File: src/rtl/tlul_burst_sequencer.sv
// TL-UL burst sequencer: expands Get/Put bursts into one scratchpad beat per 8-byte address
// and hides the surplus per-beat Put acks. Define TLUL_BURST_SEQ_CHECK_EN to compile protocol assertions.
module tlul_burst_sequencer #(
   parameter int TL_AW     = 32,
   parameter int TL_DW     = 64,
   parameter int TL_SZW    = 3,
   parameter int TL_AIW    = 8,
   parameter int MAX_SIZE  = 6,
   parameter int TAG_DEPTH = 16
) (
   input  logic                       clk,
   input  logic                       rst,
   input  logic [2:0]                 up_a_opcode,
   input  logic [2:0]                 up_a_param,
   input  logic [TL_SZW-1:0]          up_a_size,
   input  logic [TL_AIW-1:0]          up_a_source,
   input  logic [TL_AW-1:0]           up_a_address,
   input  logic [7:0]                 up_a_mask,
   input  logic [TL_DW-1:0]           up_a_data,
   input  logic                       up_a_valid,
   output logic                       up_a_ready,
   output logic [2:0]                 dn_a_opcode,
   output logic [2:0]                 dn_a_param,
   output logic [TL_SZW-1:0]          dn_a_size,
   output logic [TL_AIW-1:0]          dn_a_source,
   output logic [TL_AW-1:0]           dn_a_address,
   output logic [7:0]                 dn_a_mask,
   output logic [TL_DW-1:0]           dn_a_data,
   output logic                       dn_a_valid,
   input  logic                       dn_a_ready,
   input  logic [2:0]                 dn_d_opcode,
   input  logic [2:0]                 dn_d_param,
   input  logic [TL_SZW-1:0]          dn_d_size,
   input  logic [TL_AIW-1:0]          dn_d_source,
   input  logic                       dn_d_sink,
   input  logic                       dn_d_denied,
   input  logic [TL_DW-1:0]           dn_d_data,
   input  logic                       dn_d_corrupt,
   input  logic                       dn_d_valid,
   output logic                       dn_d_ready,
   output logic [2:0]                 up_d_opcode,
   output logic [2:0]                 up_d_param,
   output logic [TL_SZW-1:0]          up_d_size,
   output logic [TL_AIW-1:0]          up_d_source,
   output logic                       up_d_sink,
   output logic                       up_d_denied,
   output logic [TL_DW-1:0]           up_d_data,
   output logic                       up_d_corrupt,
   output logic                       up_d_valid,
   input  logic                       up_d_ready,
   output logic [1:0]                 dbg_state,
   output logic [$clog2(TAG_DEPTH):0] dbg_tag_cnt
);

   // Valid/ready: a transfer happens on a cycle where valid & ready are both high at the clock
   // edge; a producer never withdraws or alters a beat while valid & !ready.

   typedef enum logic [1:0] {IDLE = 2'd0, GET_BURST = 2'd1, PUT_BURST = 2'd2} state_t;

   localparam int CW = (MAX_SIZE > 4) ? MAX_SIZE - 3 : 1;
   localparam int PW = $clog2(TAG_DEPTH);
   localparam logic [2:0] OP_GET      = 3'd4;
   localparam logic [2:0] OP_PUT_FULL = 3'd0;
   localparam logic [2:0] OP_PUT_PART = 3'd1;

   state_t              state;
   logic [CW-1:0]       cnt;
   logic [CW-1:0]       lat_beats_m1;
   logic [TL_AW-1:0]    lat_addr;
   logic [TL_SZW-1:0]   lat_size;
   logic [TL_AIW-1:0]   lat_source;
   logic [2:0]          lat_param;

   logic [TAG_DEPTH-1:0] tag_mem;
   logic [PW-1:0]        wr_ptr;
   logic [PW-1:0]        rd_ptr;
   logic [PW:0]          tag_cnt;
   logic                 tag_full;
   logic                 tag_empty;

   logic                is_get;
   logic                is_put;
   logic                size_ok;
   logic                aligned;
   logic                expandable;
   logic [TL_AW-1:0]    align_mask;
   logic [TL_SZW-1:0]   up_shift;
   logic [CW:0]         up_beats;
   logic [CW-1:0]       up_beats_m1;
   logic [TL_AW-1:0]    beat_addr;
   logic                push_drop;
   logic                dn_hs;
   logic                drop;
   logic                pop;

   assign is_get      = (up_a_opcode == OP_GET);
   assign is_put      = (up_a_opcode == OP_PUT_FULL) || (up_a_opcode == OP_PUT_PART);
   assign size_ok     = (up_a_size > TL_SZW'(3)) && (int'(up_a_size) <= MAX_SIZE);
   assign align_mask  = ~({TL_AW{1'b1}} << up_a_size);
   assign aligned     = (up_a_address & align_mask) == '0;
   assign expandable  = (is_get || is_put) && size_ok && aligned;
   // Beat count minus one; only meaningful when the request is expandable.
   assign up_shift    = up_a_size - TL_SZW'(3);
   assign up_beats    = (CW+1)'(1) << up_shift;
   assign up_beats_m1 = CW'(up_beats - (CW+1)'(1));
   assign beat_addr   = lat_addr | (TL_AW'(cnt) << 3);

   assign tag_full  = (tag_cnt == (PW+1)'(TAG_DEPTH));
   assign tag_empty = (tag_cnt == '0);

   always_comb begin
      dn_a_opcode  = up_a_opcode;
      dn_a_param   = up_a_param;
      dn_a_size    = up_a_size;
      dn_a_source  = up_a_source;
      dn_a_address = up_a_address;
      dn_a_mask    = up_a_mask;
      dn_a_data    = up_a_data;
      dn_a_valid   = up_a_valid & ~tag_full;
      up_a_ready   = dn_a_ready & ~tag_full;
      push_drop    = is_put & expandable;
      case (state)
         GET_BURST: begin
            dn_a_opcode  = OP_GET;
            dn_a_param   = lat_param;
            dn_a_size    = lat_size;
            dn_a_source  = lat_source;
            dn_a_address = beat_addr;
            dn_a_mask    = 8'hFF;
            dn_a_data    = '0;
            dn_a_valid   = ~tag_full;
            up_a_ready   = 1'b0;
            push_drop    = 1'b0;
         end
         PUT_BURST: begin
            dn_a_size    = lat_size;
            dn_a_source  = lat_source;
            dn_a_address = beat_addr;
            push_drop    = (cnt != lat_beats_m1);
         end
         default: ;
      endcase
   end

   assign dn_hs = dn_a_valid & dn_a_ready;

   // A D beat with no tag outstanding is forwarded rather than dropped.
   assign drop         = ~tag_empty & tag_mem[rd_ptr];
   assign up_d_opcode  = dn_d_opcode;
   assign up_d_param   = dn_d_param;
   assign up_d_size    = dn_d_size;
   assign up_d_source  = dn_d_source;
   assign up_d_sink    = dn_d_sink;
   assign up_d_denied  = dn_d_denied;
   assign up_d_data    = dn_d_data;
   assign up_d_corrupt = dn_d_corrupt;
   assign up_d_valid   = dn_d_valid & ~drop;
   assign dn_d_ready   = drop | up_d_ready;
   assign pop          = dn_d_valid & dn_d_ready & ~tag_empty;

   always_ff @(posedge clk or posedge rst) begin
      if (rst) begin
         tag_mem <= '0;
         wr_ptr  <= '0;
         rd_ptr  <= '0;
         tag_cnt <= '0;
      end else begin
         if (dn_hs) begin
            tag_mem[wr_ptr] <= push_drop;
            wr_ptr          <= wr_ptr + 1'b1;
         end
         if (pop) rd_ptr <= rd_ptr + 1'b1;
         case ({dn_hs, pop})
            2'b10:   tag_cnt <= tag_cnt + 1'b1;
            2'b01:   tag_cnt <= tag_cnt - 1'b1;
            default: ;
         endcase
      end
   end

   always_ff @(posedge clk or posedge rst) begin
      if (rst) begin
         state        <= IDLE;
         cnt          <= '0;
         lat_beats_m1 <= '0;
         lat_addr     <= '0;
         lat_size     <= '0;
         lat_source   <= '0;
         lat_param    <= '0;
      end else begin
         case (state)
            IDLE: begin
               // In IDLE the downstream handshake is the upstream acceptance.
               if (dn_hs && expandable) begin
                  lat_addr     <= up_a_address;
                  lat_size     <= up_a_size;
                  lat_source   <= up_a_source;
                  lat_param    <= up_a_param;
                  lat_beats_m1 <= up_beats_m1;
                  cnt          <= CW'(1);
                  state        <= is_get ? GET_BURST : PUT_BURST;
               end
            end
            GET_BURST, PUT_BURST: begin
               if (dn_hs) begin
                  if (cnt == lat_beats_m1) begin
                     cnt   <= '0;
                     state <= IDLE;
                  end else begin
                     cnt <= cnt + 1'b1;
                  end
               end
            end
            default: state <= IDLE;
         endcase
      end
   end

   assign dbg_state   = state;
   assign dbg_tag_cnt = tag_cnt;

`ifdef TLUL_BURST_SEQ_CHECK_EN
   logic [2:0] lat_opcode;

   always_ff @(posedge clk or posedge rst) begin
      if (rst) lat_opcode <= '0;
      else if (state == IDLE && dn_hs && expandable) lat_opcode <= up_a_opcode;
   end

   a_up_stable: assert property (@(posedge clk) disable iff (rst)
      (up_a_valid && !up_a_ready) |=> (up_a_valid && $stable(up_a_opcode) && $stable(up_a_param) &&
      $stable(up_a_size) && $stable(up_a_source) && $stable(up_a_address) &&
      $stable(up_a_mask) && $stable(up_a_data)))
      else $error("upstream A beat changed while stalled");

   a_tag_overflow: assert property (@(posedge clk) disable iff (rst)
      !(dn_hs && tag_full && !pop))
      else $error("tag FIFO overflow");

   a_tag_underflow: assert property (@(posedge clk) disable iff (rst)
      !(pop && tag_empty))
      else $error("tag FIFO underflow");

   a_put_fields: assert property (@(posedge clk) disable iff (rst)
      (state == PUT_BURST && up_a_valid) |-> (up_a_opcode == lat_opcode && up_a_source == lat_source))
      else $error("opcode or source changed inside a Put burst");
`endif

endmodule

File: config.mk
export PLATFORM = sky130hd
export DESIGN_NAME = tlul_burst_sequencer
export DESIGN_NICKNAME = d
export VERILOG_FILES = /design/src/rtl/tlul_burst_sequencer.sv
export SDC_FILE = /design/constraint.sdc
export NUM_CORES = 1
export LEC_CHECK = 0
export CAP_MARGIN = 0
export CORE_AREA = 4 4 163 165
export DETAILED_ROUTE_END_ITERATION = 7
export DIE_AREA = 0 0 167 169
export HOLD_SLACK_MARGIN = 0.03
export MAX_ROUTING_LAYER = met4
export PLACE_DENSITY_LB_ADDON = 0.15
export SYNTH_ARGS = -nofsm -noshare
export SYNTH_HDL_FRONTEND = slang
export SYNTH_SLANG_ARGS = --single-unit
File: constraint.sdc
create_clock -name clk -period 4.29 [get_ports clk]
set_input_delay 1.287 -clock clk [delete_from_list [all_inputs] [get_ports clk]]
set_output_delay 1.287 -clock clk [all_outputs]
set_load 0.02 [all_outputs]
==> run_results.csv <==
group,metric,value,unit
clocking,clockBufferDepth,2,
clocking,clk-insertion-delay-late,0.35,ns
sta,slew_headroom,0.626,
sta,setup_viol,0,
cells_and_area,fillCellCount,2504,
sta,worst_pin_slew,0.560,ns
sta,max_freq,246,MHz
setup_path,timing_worst_setup_path_type,"flip-flop to primary output",
sta,maxSlewViolCount,0,
yosys,syn_inst,547,
setup_path,cp-start-kind,"flip-flop",
job,maxCapViolations,0,
clocking,path_clk_slew,0.07,ns
grt,overflow,0,
setup_path,crit_arrival,2.77,ns
min_path,hp-class,"flip-flop to flip-flop",
floorplanning,die_area,28200,µm²
clocking,cts-resized-gates,0,
yosys,synth_compound_area_frac,0.0411,
setup_path,crit_top_cell,"mux2i_1",
cells_and_area,syn_to_final_growth,46.7,%
sta,skew,0.00986,ns
drt,drc,0,
sta,min_period,4.06,ns
yosys,ys_ff_latch,83,
yosys,synthMuxAreaShare,0.239,
clocking,cts_tree,"yes",
floorplanning,die_h,169,µm
yosys,synthAdderAreaFrac,0.0426,
setup_path,crit_fanout,11,
yosys,synthFlopType,"dfrtp_1",
placed_design,io_buffers,258,
grt,groute.usage.overall,0.155,
floorplanning,core-area,25000,µm²
clocking,hold_buffers,0,
grt,grt_max_degree,74,
cells_and_area,finalCoreUtilization,0.337,
sta,fin_crit_sh,0.947,
yosys,synth_xor_xnor_area_share,0.0198,
clocking,clockRootBuffer,"clkbuf_16",
sta,hold_violations,0,
yosys,ys_warn_count,0,
power,ir_drop,220,µV
setup_path,end_kind,"primary output",
cells_and_area,layout-drive-gt1-share,0.210,
setup_path,cpPeakStageDelay,0.70,ns
clocking,postCtsSetupRepairBufs,0,
floorplanning,start_util,0.230,
min_path,hold_depth,1,
sta,setup-tns-final,0,ns
grt,antenna_found_initial,1,
setup_path,reg2regPathDepth,13,
setup_path,slowest_stage,"dfrtp_1",
clocking,htreeDepth,3,
cells_and_area,fin_nets,945,
yosys,synthSimpleGateAreaFrac,0.151,
yosys,avgSynthCellArea,10.5,µm²
yosys,synth_cell_type_count,52,
clocking,numCtsBuffers,9,
drt,drt_first_iter_violations,184,
run_status,outcome,"completed",
floorplanning,num_rows,58,
grt,grt_pass1_vias,4912,
floorplanning,die-width,167,µm
clocking,clock_sinks,83,
drt,num_vias,4396,
drt,dr.pass1.iters,4,
drt,via_per_inst,4.18,
yosys,synth-seq-area-share,0.361,
setup_path,crit_chain,"mux2i_1, mux4_2, mux2i_1, o21ai_0, and2_1, clkdlybuf4s50_1",
sta,rsz0062_at_grt,"false",
setup_path,cp.required,3.00,ns
placed_design,dp_slack,0.290,ns
yosys,synth_fp_nets,777,
drt,wl_per_cell,21.1,µm
grt,grt_pass1_wl,32000,µm
floorplanning,ioPinCount,427,
sta,fin_ws,0.228,ns
power,finalPower,4.38,mW
placed_design,gp_congestion,0.844,
placed_design,place_hpwl,18300,µm
power,p_leak,3.68,nW
yosys,synth_area,5750,µm²
yosys,synth-edff-count,0,
yosys,synthArstFlopShare,1.00,
yosys,synth_top_family_by_area,"multiplexers",
drt,routed_wl,22200,µm
drt,ant_nets,0,
power,power_density,519,nW/µm²
-- layout by cell type (no fill, tap or decap), drive strengths merged, types with 2 or more instances in the layout --
| cell type | n |
|---|---|
| inv | 22 |
| clkdlybuf4s50 | 257 |
| nand4 | 6 |
| ha | 18 |
| nor4 | 2 |
| mux2i | 12 |
| and2 | 3 |
| mux4 | 2 |
| o21ai | 8 |
| nand2 | 14 |
| mux2 | 105 |
| a31oi | 2 |
| clkinv | 3 |
| bufinv | 2 |
| nand3b | 2 |
| nor2b | 72 |
| nor2 | 13 |
| a21oi | 9 |
| buf | 11 |
| xnor2 | 7 |
| dfrtp | 83 |
| or2 | 9 |
| clkbuf | 10 |
| nor3 | 5 |
| nand3 | 15 |
| a2bb2oi | 2 |
| xor2 | 6 |
-- cell type report --
| type | instances | area [µm²] | share of cell area |
|---|---|---|---|
| diodes | 1 | 2.50 | 0.000296 |
| clock buffers | 10 | 239 | 0.0283 |
| clock inverters | 6 | 95.1 | 0.0113 |
| inverters | 21 | 80.1 | 0.00949 |
| multi-input cells | 332 | 2840 | 0.337 |
| flip-flops and latches | 83 | 2080 | 0.246 |
| well taps | 330 | 413 | 0.0489 |
| repair buffers | 268 | 2690 | 0.319 |
-- critical path: cells and delay by family, from the launching register on --
kind                   cells  cell delay (ns)
flip-flops                 1             0.70
AO/OA/AOI/OAI              1             0.11
buffers and inverters      1             0.55
multiplexers               3             0.87
AND/OR/NAND/NOR            1             0.19
-- per-stage QoR --
| stage | hold slack (ns) | cells | instance area (µm²) |
|---|---|---|---|
| after global placement | 0.482 | 1034 | 8110 |
| final | 0.498 | 1051 | 8440 |
| after CTS | 0.501 | 1050 | 8440 |
| after detailed placement | 0.475 | 1034 | 8110 |
| after global routing | 0.514 | 1051 | 8440 |
| after floorplan | 0.447 | 547 | 5750 |
-- synthesized netlist by cell type, types with 2 or more instances --
master,number,area share
mux4_2,2,0.0078
mux2_2,98,0.19
buf_4,85,0.11
o21ai_0,7,0.0061
nand3_1,14,0.012
nand4_1,6,0.0065
nor3_1,4,0.0035
buf_6,2,0.0039
nand2_1,14,0.0091
a21oi_1,9,0.0078
mux2_4,7,0.018
dfrtp_1,83,0.36
a31oi_1,2,0.0022
a2bb2oi_1,2,0.0030
mux2i_1,12,0.021
nor2_1,13,0.0085
clkbuf_1,16,0.010
xnor2_1,7,0.011
nor2b_1,72,0.078
nand3b_1,2,0.0026
inv_1,21,0.014
ha_1,18,0.039
or2_2,9,0.0098
buf_2,7,0.0061
xor2_1,6,0.0091
and2_1,3,0.0033
-- worst paths after layout --
path | start | end | slack, ns
worst max-delay path | rd_ptr[1]$_DFFE_PP0P_ | up_d_valid | 0.23
worst min-delay path | lat_addr[1]$_DFFE_PP0P_ | lat_addr[1]$_DFFE_PP0P_ | 0.50
worst max register to register | rd_ptr[1]$_DFFE_PP0P_ | dbg_tag_cnt[4]$_DFFE_PP0P_ | 0.90
worst min register to register | lat_addr[1]$_DFFE_PP0P_ | lat_addr[1]$_DFFE_PP0P_ | 0.50
max in group asynchronous | rst | lat_param[1]$_DFFE_PP0P_ | 2.44
min in group asynchronous | rst | lat_addr[8]$_DFFE_PP0P_ | 1.15
-- state kept, by name, summed over array words and instances, names as in the netlist --
register      count
lat_addr         32
wr_ptr            4
tag_mem          16
rd_ptr            4
lat_size          3
lat_beats_m1      3
cnt               3
dbg_tag_cnt       5
lat_source        8
dbg_state         2
lat_param         3
-- report_power, final --
group	switching (mW)	internal [mW]
Combinational	1.14	1.19
Sequential	0.214	0.962
Clock	0.342	0.532
-- per-layer routing --
layer	wire (µm)	vias to the layer above	global-route usage
met5	0	-	-
met1	8350	2019	0.164
met3	4770	58	0.161
met2	8660	221	0.199
li1	-	2098	-
met4	381	0	0.0345
-- kinds of logic after synthesis --
| family | Yosys count |
|---|---|
| AND/OR/NAND/NOR | 147 |
| buffers and inverters | 132 |
| multiplexers | 119 |
| flip-flops | 83 |
| AO/OA/AOI/OAI | 34 |
| adder cells (fa/ha/maj) | 19 |
| XOR/XNOR | 13 |
No activity file was read; power rests on OpenSTA's default activity.
